$ cat src/rtl/rr_req_arbiter8.sv
// Round-robin arbiter over N level-sensitive requesters with a registered one-hot
// grant, a hold-time limit per winner and a one-bubble release between grants.
module rr_req_arbiter8 #(
  parameter int unsigned N        = 8,
  parameter int unsigned IDXW     = $clog2(N),
  parameter int unsigned MAX_HOLD = 16
) (
  input  logic            clk,
  input  logic            rst_n,
  input  logic            en_i,
  input  logic [N-1:0]    req_i,
  output logic [N-1:0]    gnt_o,
  output logic [IDXW-1:0] gnt_idx_o,
  output logic            busy_o,
  output logic            timeout_pulse_o
);

  localparam int unsigned HCW = (MAX_HOLD == 0) ? 1 : $clog2(MAX_HOLD + 1);

  typedef enum logic {
    IDLE  = 1'b0,
    GRANT = 1'b1
  } state_e;

  state_e          state_q, state_d;
  logic [IDXW-1:0] ptr_q, ptr_d;
  logic [HCW-1:0]  hold_cnt_q, hold_cnt_d;
  logic [N-1:0]    gnt_q, gnt_d;
  logic [IDXW-1:0] gnt_idx_q, gnt_idx_d;
  logic            busy_q, busy_d;
  logic            timeout_q, timeout_d;

  logic            win_vld;
  logic [IDXW-1:0] win_idx;
  int unsigned     cand;

  // First requester at or after ptr, wrapping explicitly so non-power-of-two N works.
  always_comb begin
    win_vld = 1'b0;
    win_idx = '0;
    cand    = 0;
    for (int unsigned off = 0; off < N; off++) begin
      cand = 32'(ptr_q) + off;
      if (cand >= N) cand = cand - N;
      if (!win_vld && req_i[IDXW'(cand)]) begin
        win_vld = 1'b1;
        win_idx = IDXW'(cand);
      end
    end
  end

  always_comb begin
    state_d    = state_q;
    ptr_d      = ptr_q;
    hold_cnt_d = hold_cnt_q;
    gnt_d      = gnt_q;
    gnt_idx_d  = gnt_idx_q;
    busy_d     = busy_q;
    timeout_d  = 1'b0;

    case (state_q)
      IDLE: begin
        if (en_i && win_vld) begin
          state_d    = GRANT;
          gnt_d      = N'(1) << win_idx;
          gnt_idx_d  = win_idx;
          busy_d     = 1'b1;
          ptr_d      = (win_idx == IDXW'(N - 1)) ? '0 : win_idx + IDXW'(1);
          hold_cnt_d = HCW'(1);
        end
      end
      GRANT: begin
        // A dropped request wins over a coinciding timeout, so no pulse then.
        if (!en_i || !req_i[gnt_idx_q]) begin
          state_d = IDLE;
          gnt_d   = '0;
          busy_d  = 1'b0;
        end else if ((MAX_HOLD != 0) && (hold_cnt_q == HCW'(MAX_HOLD))) begin
          state_d   = IDLE;
          gnt_d     = '0;
          busy_d    = 1'b0;
          timeout_d = 1'b1;
        end else if (hold_cnt_q != '1) begin
          hold_cnt_d = hold_cnt_q + HCW'(1);
        end
      end
      default: begin
        state_d = IDLE;
        gnt_d   = '0;
        busy_d  = 1'b0;
      end
    endcase
  end

  always_ff @(posedge clk or negedge rst_n) begin
    if (!rst_n) begin
      state_q    <= IDLE;
      ptr_q      <= '0;
      hold_cnt_q <= '0;
      gnt_q      <= '0;
      gnt_idx_q  <= '0;
      busy_q     <= 1'b0;
      timeout_q  <= 1'b0;
    end else begin
      state_q    <= state_d;
      ptr_q      <= ptr_d;
      hold_cnt_q <= hold_cnt_d;
      gnt_q      <= gnt_d;
      gnt_idx_q  <= gnt_idx_d;
      busy_q     <= busy_d;
      timeout_q  <= timeout_d;
    end
  end

  assign gnt_o           = gnt_q;
  assign gnt_idx_o       = gnt_idx_q;
  assign busy_o          = busy_q;
  assign timeout_pulse_o = timeout_q;

endmodule

$ cat config.mk
export PLATFORM = sky130hd
export DESIGN_NAME = rr_req_arbiter8
export DESIGN_NICKNAME = d
export VERILOG_FILES = /design/src/rtl/rr_req_arbiter8.sv
export SDC_FILE = /design/constraint.sdc
export NUM_CORES = 1
export LEC_CHECK = 0
export BUFFER_PORTS_ARGS = -buffer_cell sky130_fd_sc_hd__buf_4
export CAP_MARGIN = 20
export CORE_MARGIN = 10
export CORE_UTILIZATION = 55
export DETAILED_ROUTE_END_ITERATION = 12
export PLACE_DENSITY = 0.86
export SYNTH_ARGS = -nofsm -noshare
export SYNTH_HDL_FRONTEND = slang
export SYNTH_SLANG_ARGS = --single-unit
$ cat constraint.sdc
create_clock -name clk -period 4.9 [get_ports clk]
set_clock_uncertainty 0.05 [all_clocks]
set_input_delay 0.98 -clock clk [delete_from_list [all_inputs] [get_ports clk]]
set_output_delay 0.98 -clock clk [all_outputs]
set_load 0.005 [all_outputs]
==> metrics <==
status=finished, final reports clean; Post-DP HPWL=3.98 mm; Finished Layout Cells=288; fin crit share=0.815; routed len/inst=18.0 um; chip height=82.6 um; DRC marker count from the first detailed-route iteration=213; RSZ-0062 raised after global routing=false; CP Data Required Time=5.04 ns; Worst setup SP type=flip-flop; switching share of power=0.478; vias in the first global route=1770; Seq cells post-synth=22; top_reg_cell synth=dfrtp_1; vias=1883; drc violations=0; FF-to-FF path depth=13; I/O pins=24; max-slew violations=0; total negative slack=0 ns; Seq/Total Area, Yosys=0.256; htree depth=1; Tmin final=3.99 ns; actual slew at the worst max-slew pin=0.806 ns; reg2reg start=ptr_q[0]; first-pass GRT wire length=8.78 mm; FF+latch area=551 um^2; GR Overflow Total=0; cells after synthesis=222; Yosys warning count=0; Final Hold Vio Count=0; Hold Path End=gnt_o[3]; Worst Path Max Fanout=14; syn avg cell area=9.70 um^2; Total GRT Usage=0.160; # clock sinks=22; Worst Path Class, Setup=reg -> reg; proportion of layout cells with a drive suffix above 1=0.288; DIE AREA=0.00682 mm^2; setup slack at placement=0.911 ns; Hold Path Depth=2; # fillers=304; setup ws final=0.908 ns; Placed Cells=284; Initial DRT Pass Iterations=4; Area growth, synth to finish=12.0%; CTS resizes=0; CTS tree=built; register share of total power=0.181; Hold WC Path Type=reg -> reg; hold bufs inserted after CTS=0; Post-Syn Area=0.00215 mm^2; postcts setup bufs=0; Comb power frac=0.724; Die X=82.6 um; Clock Latency Late Sink=0.27 ns; vias per cell=6.54; gp weighted congestion=0.947; routed wire length=5.18 mm; nets=263; Internal=0.939 mW; antenna cells=0; Post-Syn Nets=244; area taken by multi-input logic gates=0.00150 mm^2; setup violators final=0; P_sw=0.860 mW; Worst-path clk slew=0.08 ns; max-cap viol count=0; largest net degree at the start of global routing=23; total power divided by cell area=746 mW/mm^2; # rows=22; count of port buffers added during placement=23; Crit path arrival time=4.13 ns; Worst Setup End Kind=flip-flop; Clk pwr share=0.095; number of unique standard cell types used by synthesis=60; reg2reg end=ptr_q[0]; Worst VDD drop=0.435 mV; r2r setup slk=0.91 ns; Root Buffer=clkbuf_8; Slew HR=0.458; ANT nets after route=0; Async S/R FF share, synth=1.00; Starting Density=0.579; initial antenna violation count=0; Leak=1.03 nW; Core ar.=0.00372 mm^2; Hold Crit Start=gnt_o[3]; clock buffer depth=2; Num CTS Buffers=3; EDFF count, synth=0; Max Freq=251 MHz
[stage by stage]
step,hold WS [ns],power [mW],util,instance area [um^2]
2_1_floorplan,0.415,1.32,-,2150
3_3_place_gp,0.427,1.59,0.630,2340
3_5_place_dp,0.447,1.61,0.630,2340
4_1_cts,0.467,1.79,0.649,2410
5_1_grt,0.495,1.96,0.649,2410
6_report,0.460,1.80,0.649,2410
[worst max-delay path: stages, from the launching register on]
cell and delay (ns):
dfrtp_1 0.64, inv_1 0.24, ha_1 0.45, buf_4 0.25, mux4_2 0.35, mux2_2 0.33, a21oi_1 0.23, a21oi_1 0.10
a211oi_1 0.29, a21o_4 0.17, inv_2 0.06, ha_1 0.22, or3_1 0.37, o22ai_1 0.13
[layer usage]
metal  vias up  routed length (um)  GRT usage
met4         0                  51     0.0351
li1        879                   -          -
met5         -                   0          0
met3         7                 450     0.0259
met1       912                2190      0.224
met2        85                2480      0.252
[state kept, by name, summed over array words and instances (netlist names)]
signal,count
gnt_o,8
hold_cnt_q,5
gnt_idx_o,3
ptr_q,3
busy_o,1
state_q,1
timeout_pulse_o,1
[power by group through the flow]
stage	registers [mW]	logic, mW	clock network [mW]
3_5_place_dp	0.329	1.28	0
5_1_grt	0.338	1.43	0.183
4_1_cts	0.325	1.30	0.173
2_1_floorplan	0.289	1.03	0
6_report	0.326	1.30	0.171
3_3_place_gp	0.326	1.27	0
[logic make-up (layout without fill, tap and decap cells)]
group / Yosys count / in the layout / synth area share
XOR/XNOR: 4 / 4 / 0.0163
multiplexers: 35 / 35 / 0.241
AO/OA/AOI/OAI: 55 / 55 / 0.191
AND/OR/NAND/NOR: 74 / 74 / 0.183
buffers and inverters: 21 / 39 / 0.0494
adder cells (fa/ha/maj): 11 / 11 / 0.0639
flip-flops: 22 / 22 / 0.256
[synth_stat cells (all sizes together), types with 4 or more instances]
cell type	n	share of area
nand2	23	0.040
dfrtp	22	0.26
o21ai	17	0.040
mux2	14	0.073
mux4	12	0.13
ha	11	0.064
nor2	11	0.019
buf	10	0.030
nand3	10	0.023
mux2i	9	0.042
a21oi	7	0.022
inv	7	0.012
a211oi	4	0.016
nand2b	4	0.012
nand4	4	0.015
nor3	4	0.0093
[how the worst max path moves through the flow]
| stage | end | cells past startpoint | slack (ns) | startpoint |
|---|---|---|---|---|
| global route | ptr_q[0] | 12 | 0.60 | ptr_q[0] |
| global placement | ptr_q[0] | 13 | 0.98 | ptr_q[0] |
| detailed placement | gnt_o[7] | 12 | 0.91 | req_i[3] |
| finish | ptr_q[0] | 13 | 0.91 | ptr_q[0] |
| CTS | ptr_q[0] | 12 | 0.90 | ptr_q[0] |
| floorplan | ptr_q[0] | 16 | 1.22 | ptr_q[1] |
[layout by cell type (no fill, tap or decap), types with 4 or more instances in the layout]
cell / netlist / final
dfrtp_1: 22 / 22
mux2i_1: 9 / 9
inv_1: 6 / 6
o21ai_0: 7 / 7
ha_1: 11 / 11
nand2_1: 23 / 23
nand2b_1: 4 / 4
nor2_1: 11 / 11
buf_4: 2 / 27
a21oi_1: 6 / 6
mux4_2: 12 / 12
o21ai_1: 10 / 10
nand3_1: 10 / 10
nor3_1: 4 / 4
mux2_2: 14 / 14
[layout make-up]
cell class                      instances  area share
Tap cell                               48      0.0249
Multi-Input combinational cell        179       0.621
Clock buffer                            3      0.0171
Inverter                                8      0.0125
Sequential cell                        22       0.228
Clock inverter                          1      0.0125
Timing Repair Buffer                   27      0.0841
No activity file was read; power rests on OpenSTA's default activity.
